==> src/rtl/id_ex_stage_pkg.sv <==
// Shared CPU package for the ID/EX pipeline slice.
// Holds the opcode constants, the two-entry buffer state encoding and the
// opcode classification helpers used by id_ex_stage.
// Optional feature macro: ID_EX_LUI_EN (LUI treated as an immediate opcode).
package id_ex_stage_pkg;

  localparam logic [5:0] OP_ADDI  = 6'h08;
  localparam logic [5:0] OP_ADDIU = 6'h09;
  localparam logic [5:0] OP_SLTI  = 6'h0A;
  localparam logic [5:0] OP_ANDI  = 6'h0C;
  localparam logic [5:0] OP_ORI   = 6'h0D;
  localparam logic [5:0] OP_XORI  = 6'h0E;
  localparam logic [5:0] OP_LUI   = 6'h0F;
  localparam logic [5:0] OP_LW    = 6'h23;
  localparam logic [5:0] OP_SW    = 6'h2B;

  typedef enum logic [1:0] {
    ST_EMPTY = 2'd0,
    ST_ONE   = 2'd1,
    ST_TWO   = 2'd2
  } buf_state_t;

  // Logical immediates are zero-extended rather than sign-extended.
  function automatic logic is_zext_op(input logic [5:0] op);
    return (op == OP_ANDI) || (op == OP_ORI) || (op == OP_XORI);
  endfunction

  // Opcodes whose ALU operand B is the immediate instead of rt.
  function automatic logic is_imm_op(input logic [5:0] op);
    logic hit;
    hit = (op == OP_ADDI) || (op == OP_ADDIU) || (op == OP_SLTI) ||
          (op == OP_ANDI) || (op == OP_ORI)   || (op == OP_XORI) ||
          (op == OP_LW)   || (op == OP_SW);
`ifdef ID_EX_LUI_EN
    hit = hit || (op == OP_LUI);
`endif
    return hit;
  endfunction

endpackage

==> src/rtl/id_ex_stage_pipe_skid_buffer.sv <==
// pipe_skid_buffer: two-entry valid/ready buffer (main register + skid).
// in_ready is registered, so there is no combinational path from out_ready
// back to in_ready; the skid entry absorbs the word accepted while the
// downstream stalls.
// Ports: clk, reset (async active-high), flush (sync squash),
//        in_valid/in_ready/in_data, out_valid/out_ready/out_data.
module pipe_skid_buffer
  import id_ex_stage_pkg::*;
#(
  parameter int W = 8
) (
  input  logic         clk,
  input  logic         reset,
  input  logic         flush,
  input  logic         in_valid,
  output logic         in_ready,
  input  logic [W-1:0] in_data,
  output logic         out_valid,
  input  logic         out_ready,
  output logic [W-1:0] out_data
);

  buf_state_t   state;
  logic [W-1:0] skid;
  logic         accept;
  logic         drain;

  assign accept = in_valid & in_ready;
  assign drain  = out_valid & out_ready;

  // Buffer FSM; out_data is the main register, out_valid/in_ready track state.
  always_ff @(posedge clk or posedge reset) begin
    if (reset) begin
      state     <= ST_EMPTY;
      in_ready  <= 1'b1;
      out_valid <= 1'b0;
      out_data  <= '0;
      skid      <= '0;
    end else if (flush) begin
      // Squash everything, including a word offered this same cycle.
      state     <= ST_EMPTY;
      in_ready  <= 1'b1;
      out_valid <= 1'b0;
    end else begin
      case (state)
        ST_EMPTY: begin
          if (accept) begin
            out_data  <= in_data;
            out_valid <= 1'b1;
            state     <= ST_ONE;
          end
        end
        ST_ONE: begin
          if (accept && drain) begin
            out_data <= in_data;
          end else if (accept) begin
            skid     <= in_data;
            in_ready <= 1'b0;
            state    <= ST_TWO;
          end else if (drain) begin
            out_valid <= 1'b0;
            state     <= ST_EMPTY;
          end
        end
        ST_TWO: begin
          // in_ready is low here, so only a drain can happen.
          if (drain) begin
            out_data <= skid;
            in_ready <= 1'b1;
            state    <= ST_ONE;
          end
        end
        default: begin
          state     <= ST_EMPTY;
          in_ready  <= 1'b1;
          out_valid <= 1'b0;
        end
      endcase
    end
  end

endmodule

==> src/rtl/id_ex_stage.sv <==
// id_ex_stage: ID/EX pipeline register with skid buffering.
// Selects the final immediate (zero-extension for logical ops, optional LUI
// shift) and ALU operand B, buffers the word through pipe_skid_buffer and
// counts downstream bubble cycles (saturating, survives flush).
// Optional feature macro: ID_EX_LUI_EN.
// Ports: clk, reset, flush, in_valid/in_ready, in_opcode/in_rs_data/
//        in_rt_data/in_rd/in_imm_ext, out_valid/out_ready, out_opcode/out_rd/
//        out_a/out_b/out_imm, bubble_count.
module id_ex_stage
  import id_ex_stage_pkg::*;
#(
  parameter int DATA_W = 32,
  parameter int CNT_W  = 16
) (
  input  logic              clk,
  input  logic              reset,
  input  logic              flush,
  input  logic              in_valid,
  output logic              in_ready,
  input  logic [5:0]        in_opcode,
  input  logic [DATA_W-1:0] in_rs_data,
  input  logic [DATA_W-1:0] in_rt_data,
  input  logic [4:0]        in_rd,
  input  logic [DATA_W-1:0] in_imm_ext,
  output logic              out_valid,
  input  logic              out_ready,
  output logic [5:0]        out_opcode,
  output logic [4:0]        out_rd,
  output logic [DATA_W-1:0] out_a,
  output logic [DATA_W-1:0] out_b,
  output logic [DATA_W-1:0] out_imm,
  output logic [CNT_W-1:0]  bubble_count
);

  localparam int PAY_W = 11 + 3 * DATA_W;

  logic [DATA_W-1:0] imm_sel;
  logic [DATA_W-1:0] b_sel;
  logic [PAY_W-1:0]  pay_in;
  logic [PAY_W-1:0]  pay_out;

  // Final immediate and operand B selection from the incoming opcode.
  always_comb begin
    imm_sel = in_imm_ext;
    if (is_zext_op(in_opcode)) begin
      imm_sel = {{(DATA_W-16){1'b0}}, in_imm_ext[15:0]};
`ifdef ID_EX_LUI_EN
    end else if (in_opcode == OP_LUI) begin
      imm_sel = DATA_W'({in_imm_ext[15:0], 16'h0000});
`endif
    end else begin
      imm_sel = in_imm_ext;
    end
    if (is_imm_op(in_opcode)) begin
      b_sel = imm_sel;
    end else begin
      b_sel = in_rt_data;
    end
  end

  assign pay_in = {in_opcode, in_rd, in_rs_data, b_sel, imm_sel};

  pipe_skid_buffer #(.W(PAY_W)) u_buf (
    .clk       (clk),
    .reset     (reset),
    .flush     (flush),
    .in_valid  (in_valid),
    .in_ready  (in_ready),
    .in_data   (pay_in),
    .out_valid (out_valid),
    .out_ready (out_ready),
    .out_data  (pay_out)
  );

  // Outputs are slices of the buffer's main register, hence registered.
  assign out_opcode = pay_out[PAY_W-1 -: 6];
  assign out_rd     = pay_out[PAY_W-7 -: 5];
  assign out_a      = pay_out[3*DATA_W-1 -: DATA_W];
  assign out_b      = pay_out[2*DATA_W-1 -: DATA_W];
  assign out_imm    = pay_out[DATA_W-1:0];

  // Saturating bubble counter; deliberately not cleared by flush.
  always_ff @(posedge clk or posedge reset) begin
    if (reset) begin
      bubble_count <= '0;
    end else if (out_ready && !out_valid && (bubble_count != {CNT_W{1'b1}})) begin
      bubble_count <= bubble_count + CNT_W'(1);
    end else begin
      bubble_count <= bubble_count;
    end
  end

endmodule

==> config.mk <==
export PLATFORM = sky130hd
export DESIGN_NAME = id_ex_stage
export DESIGN_NICKNAME = d
export VERILOG_FILES = /design/src/rtl/id_ex_stage_pkg.sv /design/src/rtl/id_ex_stage_pipe_skid_buffer.sv /design/src/rtl/id_ex_stage.sv
export SDC_FILE = /design/constraint.sdc
export NUM_CORES = 1
export LEC_CHECK = 0
export CORE_MARGIN = 2
export CORE_UTILIZATION = 54
export DETAILED_ROUTE_END_ITERATION = 6
export PLACE_DENSITY = 0.86
export SKIP_CTS_REPAIR_TIMING = 1
export SYNTH_ARGS = -nofsm -noshare
export SYNTH_HDL_FRONTEND = slang
export SYNTH_SLANG_ARGS = --single-unit
==> constraint.sdc <==
create_clock -name clk -period 17.3 [get_ports clk]
set_clock_uncertainty 0.2 [all_clocks]
set_input_delay 2.595 -clock clk [delete_from_list [all_inputs] [get_ports clk]]
set_output_delay 2.595 -clock clk [all_outputs]
set_load 0.005 [all_outputs]
# Word-level counts from Yosys, hierarchy flattened
# Cells that the tools add are included.
dict set report word_totals {
  memories 0
  word_cells 78
  romBits 0
  out_inout_bits 125
  reg_bits 234
  latchBits 0
  mem_bits_rw 0
}
dict set report classes {
  n_reduce_logical 20
  n_mux 24
  bitwise 4
  order_cmp 0
  mul 0
  n_addsub 1
  div 0
  eq_ne 23
  n_shift 0
}
# op count
set ops {}
lappend ops {{107-bit 2-to-1 mux} 3}
lappend ops {{107-bit case mux with 3 select lines} 1}
lappend ops {{32-bit 2-to-1 mux} 2}
lappend ops {{6-bit by 4-bit == test with 1-bit output, second input constant} 6}
lappend ops {{16-bit by 1-bit adder with 16-bit output, second input constant} 1}
lappend ops {{16-bit inequality test, second input constant} 1}
lappend ops {{6-bit == test, second input constant} 2}
lappend ops {{2-bit 2-to-1 mux} 6}
lappend ops {{3-bit by 2-bit inequality test with 1-bit output, second input constant} 4}
lappend ops {{4-bit AND reduction} 3}
lappend ops {{5-bit AND reduction} 2}
lappend ops {{1-bit logical OR} 9}
lappend ops {{1-bit 2-to-1 mux} 9}
lappend ops {{2-bit by 1-bit inequality test with 1-bit output, second input constant} 3}
lappend ops {{3-bit inequality test, second input constant} 2}
lappend ops {{1-bit case mux with 3 select lines} 2}
lappend ops {{2-bit case mux with 3 select lines} 1}
lappend ops {{2-bit inequality test, second input constant} 2}
lappend ops {{4-bit by 2-bit inequality test with 1-bit output, second input constant} 1}
lappend ops {{1-bit logical AND} 3}
lappend ops {{3-bit nonzero test} 1}
lappend ops {{1-bit AND} 2}
lappend ops {{2-bit by 1-bit == test with 1-bit output, second input constant} 1}
lappend ops {{2-bit == test, second input constant} 1}
lappend ops {{3 further kinds} 4}

# Longest topological paths before layout
dict set report logic_depth {
  depth_word 11
  mapped_depth 8
  depth_no_buf 6
}

# Modules after synthesis
# A second synthesis with hierarchy kept.
dict set report unflattened {
  cells_unflattened 1016
  area_unflattened_um2 11811.3
}
# module area_per_inst_um2 instances cells_per_inst
set modules_own_cells {}
lappend modules_own_cells {pipe_skid_buffer 10500.1 1 887}
lappend modules_own_cells {id_ex_stage 1311.3 1 129}

# Worst setup path before layout
# No wires, ideal clock.
dict set report synth_timing {
  path_kind {input to register}
  from {in in_valid}
  to {reg u_buf.skid[0]}
  arrival_time_ns 3.678
  n_path_buf 2
  setup_ns 0.125
  path_slack_ns 13.297
  path_stages 6
  cell_sequence {nand2_1 nor2_1 nand3b_1 clkbuf_1 buf_2 mux2_2}
}
dict set report synth_between {
  elab_chain_len 4
}
# item line_no
set synth_rtl {}
lappend synth_rtl {{from (decl)} id_ex_stage.sv:18} ;# input logic in_valid,
lappend synth_rtl {{1-bit AND (*)} id_ex_stage_pipe_skid_buffer.sv:28} ;# assign accept = in_valid & in_ready;
lappend synth_rtl {{1-bit logical AND} id_ex_stage_pipe_skid_buffer.sv:54} ;# if (accept && drain) begin
lappend synth_rtl {{1-bit inverter (no source line)} -}
lappend synth_rtl {{4-bit AND reduction (no source line) (*)} -}
lappend synth_rtl {{to (signal assigned)} id_ex_stage_pipe_skid_buffer.sv:57} ;# skid <= in_data;
lappend synth_rtl {{to (decl)} id_ex_stage_pipe_skid_buffer.sv:24} ;# logic [W-1:0] skid;
# Every way passes the cells marked *; elsewhere a longest branch is shown, timed or not.
# A chain may end at the register's enable or synchronous reset.

# Worst setup path in the final report
dict set report layout_timing {
  from {in out_ready}
  to {reg u_buf.out_data[40]}
}
dict set report layout_between {
  elab_chain_len 4
  word_cells_on_any_way 5
  classes_between {2 x eq/ne; 1 x bitwise; 2 x reduce/logical}
}
# item line_no
set layout_rtl {}
lappend layout_rtl {{from (decl)} id_ex_stage.sv:26} ;# input logic out_ready,
lappend layout_rtl {{1-bit AND (*)} id_ex_stage_pipe_skid_buffer.sv:29} ;# assign drain = out_valid & out_ready;
lappend layout_rtl {{1-bit logical AND} id_ex_stage_pipe_skid_buffer.sv:54}
lappend layout_rtl {{2-bit by 1-bit inequality test with 1-bit output (no source line)} -}
lappend layout_rtl {{5-bit AND reduction (no source line) (*)} -}
lappend layout_rtl {{to (signal assigned)} id_ex_stage_pipe_skid_buffer.sv:48} ;# out_data <= in_data;
lappend layout_rtl {{to (signal assigned)} id_ex_stage_pipe_skid_buffer.sv:55} ;# out_data <= in_data;
lappend layout_rtl {{to (signal assigned)} id_ex_stage_pipe_skid_buffer.sv:68} ;# out_data <= skid;
lappend layout_rtl {{to (decl)} id_ex_stage_pipe_skid_buffer.sv:20} ;# output logic [W-1:0] out_data
# Marks and branches as above.

==> results.py <==
metrics = {
    "critical_path": {
        "r2r-start": "u_buf.state[1]$_DFFE_PP0P_",
        "cp.arrival_ns": 5.81,
        "cp.required_ns": 17.51,
        "path_class": "primary input to flip-flop",
        "worstPathMaxFanout": 92,
        "critPathLaunchType": "primary input",
        "cp-end-kind": "flip-flop",
        "worstSetupStartpoint": "out_ready",
    },
    "floorplan": {
        "fp.coreArea_um2": 18100,
        "die-height_um": 140,
        "die_area_um2": 19700,
        "initial_core_util_pct": 55.5,
        "io_pins": 237,
        "die_x_um": 140,
        "row_count": 49,
    },
    "yosys": {
        "synth_cell_types": 40,
        "synth_edf_count": 0,
        "synthTopCellsByArea": "dfrtp_1 (58%), nand2_1 (8.9%), mux2_2 (6.8%)",
        "yosysTopAreaCell": "dfrtp_1",
        "ys_warn_count": 0,
        "ys_seq_area_share_pct": 58.3,
        "synth-seq-cells": 234,
        "synth_top_area_share_pct": 58.0,
        "async_flop_share_pct": 100,
        "synth_area_per_cell_um2": 10.2,
        "synth-main-ff-cell": "dfrtp_1",
        "syn-num-nets": 1101,
        "netlist_instances": 988,
        "netlist_area_um2": 10000,
    },
    "timing": {
        "finalSetupViolations": 0,
        "slew_violations": 0,
        "fin_crit_sh_pct": 32.4,
        "fmax_ghz": 0.179,
        "tns_ns": 0,
        "rsz0062_at_grt": "no",
        "holdWs_ns": 0.279,
        "tightest_slew_ns": 1.10,
        "max-slew-margin-rel_pct": 26.7,
        "layout_min_cycle_time_ns": 5.60,
        "hold_violations": 0,
    },
    "finish": {
        "multi_input_comb_area_um2": 3850,
        "final_layout_size_suffix_gt1_share_pct": 9.85,
        "fin_nets": 1303,
        "syn2layout_area_growth_pct": 31.9,
        "layout.area.seq_um2": 5860,
        "fillerInstances": 1323,
    },
    "detailed_routing": {
        "wl_um": 25700,
        "wl_per_cell_um": 17.9,
        "antenna_violating_nets_post_route": 0,
        "viasPerCell": 5.69,
        "dr.pass1.iters": 5,
        "dr_total_vias": 8193,
        "dr.first_iter.drc_count": 577,
        "drc": 0,
    },
    "min_path": {
        "worstHoldStart": "u_buf.skid[60]$_DFFE_PP0P_",
        "min_path_type": "flip-flop to flip-flop",
    },
    "power_and_ir_drop": {
        "p_per_area_nw_per_um2": 152,
        "max-vdd-ir-drop_v": 0.000116,
        "total_leakage_power_nw": 5.78,
        "power_mw": 2.02,
    },
    "grt": {
        "antenna_found_initial": 2,
        "grt_usage_pct": 26.1,
        "grt_pass1_wl_um": 42100,
        "grt_max_degree": 152,
        "grt_pass1_vias": 8278,
        "overflow": 0,
    },
    "clock_tree": {
        "insertion_delay_ns": 0.50,
        "clockRootBuffer": "clkbuf_16",
        "clk_path_buf_depth": 3,
        "tritoncts": "yes",
        "cts_htree_levels": 1,
        "cts_sinks": 234,
        "cts_buffers": 25,
        "path_clk_slew_ns": 0.06,
    },
    "status": {
        "status": "completed",
    },
    "job": {
        "cap_violations": 0,
    },
    "place": {
        "gp_congestion": 0.784,
        "place.port_buffers": 236,
        "hpwlAfterDp_um": 16100,
    },
}
[through the flow]
stage	instance area, um2	utilization, %	setup slack, ns	instances
after floorplan	10000	-	8.09	988
after global placement	12400	68.8	11.34	1392
after detailed placement	12400	68.8	11.21	1392
after CTS	13300	73.3	11.74	1437
after global routing	13300	73.3	11.42	1439
final	13300	73.3	11.70	1439
[synth_stat cells (2+ instances only)]
library cell and n:
nand4_1 4, mux2i_1 17, a21oi_1 3, o21ai_1 2, nand3_1 60, clkbuf_1 33
a22oi_1 16, nand2b_1 5, o21ai_0 46, nor2b_1 3, and3_1 7, o211ai_1 32
nand3b_1 2, nand2_1 238, buf_1 3, o2bb2ai_1 2, and2_1 2, buf_4 13
inv_1 2, and4_1 3, nor2_1 78, xnor2_1 12, buf_2 21, a31oi_1 76
dfrtp_1 233, mux2_2 61
[layout by cell type, fill, tap and decap left out, drive strengths merged, types with 2 or more instances in the layout]
master | synthesis | final
nand2 | 238 | 238
clkdlybuf4s50 | 0 | 236
dfrtp | 233 | 233
nor2 | 78 | 78
a31oi | 76 | 76
mux2 | 61 | 61
nand3 | 60 | 60
o21ai | 48 | 48
clkbuf | 33 | 35
o211ai | 32 | 32
mux2i | 17 | 17
a22oi | 16 | 16
xnor2 | 12 | 12
buf | 38 | 10
clkinv | 0 | 8
and3 | 7 | 7
nand2b | 5 | 5
nand4 | 4 | 4
a21oi | 3 | 3
and4 | 3 | 3
nor2b | 3 | 3
inv | 2 | 3
diode | 0 | 2
and2 | 2 | 2
nand3b | 2 | 2
o2bb2ai | 2 | 2
[per-layer routing]
| layer | vias up | track usage, % | routed length (um) |
|---|---|---|---|
| met5 | - | 0 | 0 |
| met4 | 0 | 8.03 | 756 |
| met3 | 48 | 7.83 | 2380 |
| met2 | 315 | 42.8 | 12200 |
| met1 | 4000 | 33.8 | 10400 |
| li1 | 3830 | - | - |
[kinds of logic (layout without fill, tap and decap cells)]
group,count (synthesis),in the layout,share of synthesized area [%]
other,0,2,0
adders and majority gates,1,1,0.125
DFF,234,234,58.3
buffers and inverters,73,293,3.55
AOI/OAI and AO/OA,183,183,11.5
muxes,78,78,8.53
and+or+nand+nor,406,406,16.8
xor gates and xnor gates,13,13,1.13
[sequential cells by signal, indices dropped and copies added, names as in the netlist]
signal,flops
u_buf.out_data,107
u_buf.skid,107
bubble_count,16
u_buf.state,2
u_buf.in_ready,1
u_buf.out_valid,1
[final timing paths]
kind,endpoint,slack (ns),cells after the start
min,u_buf.skid[60]$_DFFE_PP0P_,0.28,2
max,u_buf.out_data[40]$_DFFE_PP0P_,11.70,7
max in group asynchronous,u_buf.out_data[69]$_DFFE_PP0P_,12.66,3
min reg2reg,u_buf.skid[60]$_DFFE_PP0P_,0.28,2
max reg2reg,u_buf.out_data[40]$_DFFE_PP0P_,13.11,6
min in group asynchronous,u_buf.out_data[98]$_DFFE_PP0P_,2.51,2
[report_power, final]
part | internal [mW] | switching (mW)
Sequential | 0.778 | 0.139
Clock | 0.306 | 0.211
Combinational | 0.351 | 0.234
[cell type report]
class | instances | area share [%]
Tap cell | 229 | 2.16
Multi-Input combinational cell | 681 | 29.1
Sequential cell | 234 | 44.2
Timing Repair Buffer | 246 | 18.4
Antenna cell | 2 | 0.0378
Inverter | 2 | 0.113
Clock inverter | 10 | 0.595
Clock buffer | 35 | 5.46
[worst max-delay path: stages]
cell and delay [ns]:
clkdlybuf4s50_1 0.53, and2_1 0.24, o2bb2ai_1 0.17, and2b_4 0.91, nand2_1 0.71, buf_4 0.41
o211ai_1 0.21
Power figures use the tool's default switching activity.
